File: config.mk
export PLATFORM = sky130hd
export DESIGN_NAME = cnn_conv_acc_relu
export DESIGN_NICKNAME = d
export VERILOG_FILES = /design/src/rtl/cnn_acc_pkg.sv /design/src/rtl/cnn_acc_requant.sv /design/src/rtl/cnn_conv_acc_relu.sv
export SDC_FILE = /design/constraint.sdc
export NUM_CORES = 1
export LEC_CHECK = 0
export CAP_MARGIN = 10
export CORE_ASPECT_RATIO = 1.2
export CORE_MARGIN = 5
export CORE_UTILIZATION = 40
export DETAILED_ROUTE_END_ITERATION = 8
export PLACE_DENSITY_LB_ADDON = 0.25
export SYNTH_ARGS = -nofsm -noshare
export SYNTH_HDL_FRONTEND = slang
export SYNTH_SLANG_ARGS = --single-unit
export TNS_END_PERCENT = 20
File: constraint.sdc
create_clock -name ap_clk -period 7.6 [get_ports ap_clk]
set_clock_uncertainty 0.15 [all_clocks]
set_input_delay 1.52 -clock ap_clk [delete_from_list [all_inputs] [get_ports ap_clk]]
set_output_delay 1.52 -clock ap_clk [all_outputs]
set_load 0.05 [all_outputs]
File: src/rtl/cnn_acc_pkg.sv
// ============================================================================
// Module      : cnn_acc_pkg
// Description : Shared widths, FSM state type and clog2 helper for the CNN
//               convolution accumulate / requantize stage.
// Revision    : 1.0 - initial release
// ============================================================================
`default_nettype none

package cnn_acc_pkg;

    localparam int C_PROD_WIDTH = 22;
    localparam int C_ACC_WIDTH  = 32;
    localparam int C_N_TERMS    = 9;
    localparam int C_BIAS_WIDTH = 16;
    localparam int C_FRAC_SHIFT = 8;
    localparam int C_OUT_WIDTH  = 13;

    typedef enum logic [0:0] {
        S_ACC = 1'b0,
        S_OUT = 1'b1
    } acc_state_e;

    // Returns 0 for n <= 1; callers clamp the counter width to at least 1.
    function automatic int clog2(input int n);
        int r;
        r = 0;
        for (int i = 0; i < 31; i++) begin
            if ((1 << i) < n) begin
                r = i + 1;
            end
        end
        return r;
    endfunction

endpackage

`default_nettype wire

File: src/rtl/cnn_acc_requant.sv
// ============================================================================
// Module      : cnn_acc_requant
// Description : Round-half-up, arithmetic right shift, ReLU and unsigned
//               saturation from accumulator format to activation format.
// Revision    : 1.0 - initial release
// ============================================================================
`default_nettype none

module cnn_acc_requant #(
    parameter int ACC_WIDTH  = 32,
    parameter int FRAC_SHIFT = 8,
    parameter int OUT_WIDTH  = 13
) (
    input  logic signed [ACC_WIDTH-1:0] i_sum,
    output logic        [OUT_WIDTH-1:0] o_act
);

    localparam logic signed [ACC_WIDTH-1:0] C_HALF = ACC_WIDTH'(64'd1 << (FRAC_SHIFT - 1));

    logic signed [ACC_WIDTH-1:0] w_rnd;
    logic signed [ACC_WIDTH-1:0] w_shr;
    logic                        w_neg;
    logic                        w_ovf;

    assign w_rnd = i_sum + C_HALF;
    assign w_shr = w_rnd >>> FRAC_SHIFT;
    assign w_neg = w_shr[ACC_WIDTH-1];
    // Any set bit between the sign and the activation MSB means r exceeds the range.
    assign w_ovf = |w_shr[ACC_WIDTH-2:OUT_WIDTH];

    always_comb begin
        o_act = w_shr[OUT_WIDTH-1:0];
        if (w_neg) begin
            o_act = '0;
        end else if (w_ovf) begin
            o_act = '1;
        end
    end

endmodule

`default_nettype wire

File: src/rtl/cnn_conv_acc_relu.sv
// ============================================================================
// Module      : cnn_conv_acc_relu
// Description : Accumulates N_TERMS signed products plus bias per output pixel,
//               then requantizes with ReLU/saturation to an unsigned activation.
// Revision    : 1.0 - initial release
// ============================================================================
`default_nettype none

module cnn_conv_acc_relu
    import cnn_acc_pkg::*;
#(
    parameter int PROD_WIDTH = C_PROD_WIDTH,
    parameter int ACC_WIDTH  = C_ACC_WIDTH,
    parameter int N_TERMS    = C_N_TERMS,
    parameter int BIAS_WIDTH = C_BIAS_WIDTH,
    parameter int FRAC_SHIFT = C_FRAC_SHIFT,
    parameter int OUT_WIDTH  = C_OUT_WIDTH
) (
    input  logic                  ap_clk,
    input  logic                  ap_rst,
    input  logic [PROD_WIDTH-1:0] prod_din,
    input  logic                  prod_valid,
    output logic                  prod_ready,
    input  logic [BIAS_WIDTH-1:0] bias,
    output logic [OUT_WIDTH-1:0]  dout,
    output logic                  dout_valid,
    input  logic                  dout_ready
);

    localparam int              CNT_W  = (N_TERMS > 1) ? clog2(N_TERMS) : 1;
    localparam logic [CNT_W-1:0] C_LAST = CNT_W'(N_TERMS - 1);

    acc_state_e                  r_state;
    logic [CNT_W-1:0]            r_cnt;
    logic signed [ACC_WIDTH-1:0] r_acc;
    logic [OUT_WIDTH-1:0]        r_dout;
    logic                        r_dout_valid;

    logic signed [ACC_WIDTH-1:0] w_prod_ext;
    logic signed [ACC_WIDTH-1:0] w_bias_ext;
    logic signed [ACC_WIDTH-1:0] w_base;
    logic signed [ACC_WIDTH-1:0] w_sum;
    logic                        w_first;
    logic                        w_last;
    logic                        w_accept;
    logic [OUT_WIDTH-1:0]        w_req;

    assign w_prod_ext = {{(ACC_WIDTH - PROD_WIDTH){prod_din[PROD_WIDTH-1]}}, prod_din};
    assign w_bias_ext = {{(ACC_WIDTH - BIAS_WIDTH){bias[BIAS_WIDTH-1]}}, bias};

    // The first term of a window restarts from the bias, discarding the old sum.
    assign w_first = (r_cnt == '0);
    assign w_last  = (r_cnt == C_LAST);
    assign w_base  = w_first ? w_bias_ext : r_acc;
    assign w_sum   = w_base + w_prod_ext;

    assign prod_ready = (r_state == S_ACC) | dout_ready;
    assign w_accept   = prod_valid & prod_ready;

    cnn_acc_requant #(
        .ACC_WIDTH  (ACC_WIDTH),
        .FRAC_SHIFT (FRAC_SHIFT),
        .OUT_WIDTH  (OUT_WIDTH)
    ) u_requant (
        .i_sum (w_sum),
        .o_act (w_req)
    );

    always_ff @(posedge ap_clk) begin
        if (ap_rst) begin
            r_state      <= S_ACC;
            r_cnt        <= '0;
            r_acc        <= '0;
            r_dout       <= '0;
            r_dout_valid <= 1'b0;
        end else begin
            if (r_state == S_OUT && dout_ready) begin
                r_state      <= S_ACC;
                r_dout_valid <= 1'b0;
            end
            // A completing window overrides the release above (N_TERMS = 1 case).
            if (w_accept) begin
                r_acc <= w_sum;
                if (w_last) begin
                    r_cnt        <= '0;
                    r_dout       <= w_req;
                    r_dout_valid <= 1'b1;
                    r_state      <= S_OUT;
                end else begin
                    r_cnt <= r_cnt + 1'b1;
                end
            end
        end
    end

    assign dout       = r_dout;
    assign dout_valid = r_dout_valid;

endmodule

`default_nettype wire

; ---- Word level (Yosys, flattened, before mapping)
; Index checks and enable logic that the tools add are counted.
[word_totals]
reg_bits = 51
[classes]
n_addsub = 3
eq_ne = 1
mux = 10
bitwise = 3
n_reduce_logical = 4
[ops]
columns = cell, count
row1 = $add A32 B22 Y32, 1
row2 = $add A32 B9 Y32 const B, 1
row3 = $mux W32, 1
row4 = $mux W13, 2
row5 = $reduce_or A11 Y1, 1
row6 = $mux W1, 6
row7 = $add A4 B1 Y4 const B, 1
row8 = $eq A4 B4 Y1 const B, 1
row9 = $logic_not A4 Y1, 1
row10 = $mux W4, 1
row11 = $reduce_and A2 Y1, 1
row12 = $and A1 B1 Y1, 1
row13 = $logic_and A1 B1 Y1, 1
row14 = $not A1 Y1, 1
row15 = $or A1 B1 Y1, 1

; ---- Longest topological paths before layout
[logic_depth]
depth_word = 7
mapped_depth = 23
mapped_depth_nobuf = 19

; ---- Hierarchy
; Synthesis repeated with hierarchy kept, for this count alone.
[hier_totals]
hier_cells = 640
hier_area_um2 = 4768.3
[modules_own_cells]
columns = mod, n_inst, cells_per_inst, area_each_um2
row1 = cnn_conv_acc_relu, 1, 551, 4156.5
row2 = cnn_acc_requant, 1, 89, 611.8

; ---- Worst setup path after synthesis
; No wires, ideal clock.
[synth_path]
kind = input -> register
from = in bias[0]
to = reg r_dout[10], in the netlist dout[10]
t_arrival_ns = 5.645
setup_slack_ns = 1.683
path_stages = 17
path_buffers = 1
path_cell_list = nand2_1 > nand2_1 > ha_1 > fa_1 > a21o_1 > a221o_1 > a31o_1 > xor2_1 > or4b_4 > nor4b_4 > and4_4 > nand3_4 > or3_1 > o31ai_2 > a311oi_2 > buf_6 > a221o_1
[synth_between]
elab_chain_cells = 6
[synth_rtl]
columns = item, line_no
row1 = from (decl), cnn_conv_acc_relu.sv:24  ; input logic [BIAS_WIDTH-1:0] bias,
row2 = $mux W32 *, cnn_conv_acc_relu.sv:54  ; assign w_base = w_first ? w_bias_ext : r_acc;
row3 = $add A32 B22 Y32 *, cnn_conv_acc_relu.sv:55  ; assign w_sum = w_base + w_prod_ext;
row4 = $add A32 B9 Y32 *, cnn_acc_requant.sv:25  ; assign w_rnd = i_sum + C_HALF;
row5 = $reduce_or A11 Y1, cnn_acc_requant.sv:29  ; assign w_ovf = |w_shr[ACC_WIDTH-2:OUT_WIDTH];
row6 = $mux W13, cnn_acc_requant.sv:35  ; end else if (w_ovf) begin
row7 = $mux W13 *, cnn_acc_requant.sv:33  ; if (w_neg) begin
row8 = to (signal assigned), cnn_conv_acc_relu.sv:86  ; r_dout <= w_req;
row9 = to (decl), cnn_conv_acc_relu.sv:36  ; logic [OUT_WIDTH-1:0] r_dout;
; Mark *: on every way between the ends. The rest lies on a longest branch, timed or not.
; A chain may end at the register's enable or synchronous reset.

; ---- Final worst setup path
[layout_path]
from = in bias[15]
to = reg r_dout[2], in the netlist dout[2]
; The elaborated chain is that of the path after synthesis.

==> qor.txt <==
PLACE
------------------------------------------------------------------------------------
Worst slack at placement                                                      679 ps
Routability congestion estimate from global placement                          0.962
Number of buffer cells added on primary ports                                     56
Placed wire-length estimate                                                 11200 um

GRT
------------------------------------------------------------------------------------
Pin count of the biggest net entering global routing                              41
Wire length of the first global-routing pass                                23300 um
Overall track demand over capacity in global routing                           0.208
Gr ovfl total                                                                      0
Antenna violations before repair                                                   0
Number of global-route vias before repair                                       4796

SYNTH
------------------------------------------------------------------------------------
Flip-flop and latch count after synthesis                                         51
Commonest cells post-synth                                              166 x nand2_1, 67 x a21oi_1, 51 x dfxtp_1, 46 x nor2_1, 36 x ha_1
Sequential area share after synthesis                                          0.218
Average instance area after synthesis                                      7.24 um^2
Cells after synthesis                                                            647
Cell type with the largest total area after synthesis                        dfxtp_1
Area share of the largest cell type after synthesis                            0.218
Synth Cell Area                                                         0.00469 mm^2
Synth area leaders                                                      dfxtp_1 22%, nand2_1 13%, ha_1 9.6%
EDFF count, synth                                                                  0
Async set-reset flop share out of synthesis                                        0
Mapped Nets                                                                      726
Most used standard cell by instance count after synthesis                    nand2_1
Number of warning messages in the yosys log                                        0
Post-synth cell types                                                             73
Most frequently used flop master after synthesis                             dfxtp_1

CLOCKING
------------------------------------------------------------------------------------
Later-pin clock latency in the skew report                                    300 ps
Num CTS Buffers                                                                    5
Clk buf depth                                                                      2
Clock-pin slew on the worst setup and hold paths                               70 ps
Clock sink total                                                                  51
Post-cts repair resize count                                                       0
Max H-tree Level                                                                   2
Hold buffer count at CTS                                                           0
TritonCTS clock tree                                                           built
Post-CTS setup buffer count                                                        0
Clk Tree Root Cell                                                         clkbuf_16

PWR
------------------------------------------------------------------------------------
Total leakage power                                                          2.21 nW
Power per Cell Area                                                      231 mW/mm^2
Overall power of the completed layout                                        1.26 mW
Peak supply drop                                                          0.000128 V

FINAL LAYOUT
------------------------------------------------------------------------------------
Total inserted antenna cells                                                       0
Share of layout cells above drive strength 1                                  0.0570
Number of filler cells placed in the layout                                     1204
Final cell utilization of the core                                             0.475
# nets final                                                                     762
Area overhead of the layout relative to synthesis                              16.8%

STA
------------------------------------------------------------------------------------
Tightest Pin Transition                                                       965 ps
Hold Violations, Final                                                             0
Minimum clock period after layout                                            6750 ps
Total Neg Setup Slack                                                           0 ps
Worst rel slew slack                                                           0.354
Final WS setup                                                                848 ps
Maximum operating frequency                                                0.148 GHz
Slew Limit Fails                                                                   0
Final count of negative-setup-slack endpoints                                      0
RSZ-0062 raised after global routing                                              no
Final period util                                                              0.888
Worst Hold Margin                                                             308 ps

DIE
------------------------------------------------------------------------------------
Initial core utilization                                                       0.407
Overall die width                                                             109 um
IO Count                                                                          57
Die Span Y                                                                    129 um
Placeable core region                                                    0.0115 mm^2
Die footprint                                                            0.0140 mm^2
Standard-cell rows                                                                43

CRITICAL PATH
------------------------------------------------------------------------------------
Crit path max-delay cell type                                                 nor4_1
Startpoint-to-endpoint class of the critical path                          in -> reg
Count of buffering cells on the critical path with inverters included              2
CP Data Arrival Time                                                         6840 ps
Family with the most delay on the worst path                            simple AND/OR/NAND/NOR gates
Startpoint type of the worst setup path                                 primary input
Critical Path, Cell by Cell                                             clkdlybuf4s50_1 > nand2_1 > nand2_1 > ha_1 > nand2_1 > nor4_1 > nand4_1 > and4_1 > nor4_1 > or4bb_2 > nor4_1 > mux2i_1 > o31ai_2 > a311oi_2 > buf_4 > a221o_1
Biggest cell delay along the critical path                                    690 ps
Endpoint required time on the critical path                                  7690 ps
Critical Path Fanout Max                                                          13
Critical path endpoint category                                            flip-flop

WORST HOLD PATH
------------------------------------------------------------------------------------
Worst Hold Class                                                          reg -> reg

OUTCOME
------------------------------------------------------------------------------------
Status                                                                  complete, no violations

ROUTING
------------------------------------------------------------------------------------
Routed wire length per instance                                              17.1 um
First drt pass iteration count                                                     5
Detailed router's first-iteration violation count                                278
Wire length after detailed routing                                          14400 um
Mean number of vias per cell                                                    5.80
Overall via count from detail_route                                             4875
DRT antenna net count                                                              0
DRC viols                                                                          0

RUN
------------------------------------------------------------------------------------
Count of maximum capacitance violations                                            0

==> power breakdown <==
| group | internal, mW | leakage (nW) | switching, mW |
|---|---|---|---|
| combinational | 0.262 | 1.72 | 0.448 |
| sequential | 0.296 | 0.417 | 0.0146 |
| clock | 0.132 | 0.0731 | 0.111 |
==> area by class of cell <==
| cell class | count | area (um^2) | share of cell area |
|---|---|---|---|
| multi-input combinational | 554 | 3460 | 0.632 |
| sequential | 51 | 1020 | 0.187 |
| timing repair buffer | 63 | 613 | 0.112 |
| tap | 157 | 196 | 0.0359 |
| clock buffer | 6 | 139 | 0.0254 |
| inverter | 8 | 30.0 | 0.00549 |
| clock inverter | 2 | 16.3 | 0.00297 |
==> path summary, 6_finish.rpt <==
check	start	endpoint	slack, ps	depth (start not counted)
worst max-delay path	bias[15]	dout[2]$_SDFFE_PP0P_	850	16
worst min-delay path	r_acc[14]$_SDFFE_PP0P_	r_acc[14]$_SDFFE_PP0P_	310	2
worst max register to register	r_cnt[0]$_SDFFE_PP0P_	dout[2]$_SDFFE_PP0P_	1010	18
worst min register to register	r_acc[14]$_SDFFE_PP0P_	r_acc[14]$_SDFFE_PP0P_	310	2
==> cells by family after synthesis <==
family          after synthesis  share of synthesized area
mux                           4                    0.00881
xor+xnor                     41                     0.0766
flops                        51                      0.218
simple gates                303                      0.305
compound gates              169                      0.245
buf+inv                      42                     0.0459
fa+ha+maj                    37                      0.100
==> placed cells by master (no fill, tap or decap), drive strengths merged, types with 3 or more instances in the layout <==
| cell type | instances |
|---|---|
| nand3 | 18 |
| o211ai | 3 |
| nand4b | 3 |
| xnor2 | 25 |
| a21o | 12 |
| inv | 8 |
| and4 | 4 |
| nand2b | 4 |
| o31ai | 5 |
| and3 | 7 |
| buf | 7 |
| nor2b | 4 |
| nand4 | 15 |
| nor2 | 46 |
| a21oi | 70 |
| and2 | 8 |
| o21a | 6 |
| a2111oi | 3 |
| xor2 | 16 |
| dfxtp | 51 |
| a31oi | 6 |
| nand2 | 166 |
| o2111ai | 3 |
| mux2i | 3 |
| or3 | 7 |
| nor4 | 10 |
| clkbuf | 6 |
| o21ai | 17 |
| a221o | 16 |
| a211oi | 9 |
| ha | 36 |
| a211o | 4 |
| nor3 | 4 |
| clkdlybuf4s50 | 56 |
==> through the flow <==
| step | std cells | cell area, um^2 |
|---|---|---|
| 2_1_floorplan | 647 | 4690 |
| 3_3_place_gp | 833 | 5320 |
| 3_5_place_dp | 833 | 5320 |
| 4_1_cts | 841 | 5470 |
| 5_1_grt | 841 | 5470 |
| 6_report | 841 | 5470 |
==> layer usage <==
| metal | wire (um) | vias up | track usage |
|---|---|---|---|
| met2 | 7400 | 131 | 0.388 |
| met3 | 529 | 27 | 0.0276 |
| met4 | 451 | 0 | 0.0736 |
| met1 | 5980 | 2315 | 0.241 |
| li1 | - | 2402 | - |
| met5 | 0 | - | 0 |
==> tightest hold or removal path, cell delays in order (launching register included) <==
cell and delay [ps]:
dfxtp_1 310, nand2_1 50, a21oi_1 50
==> sequential cells by signal (all words and copies together), names as in the netlist <==
signal and count:
r_acc 32, dout 13, r_cnt 4, r_state 1, dout_valid 1
(Power assumes the default switching activity.)
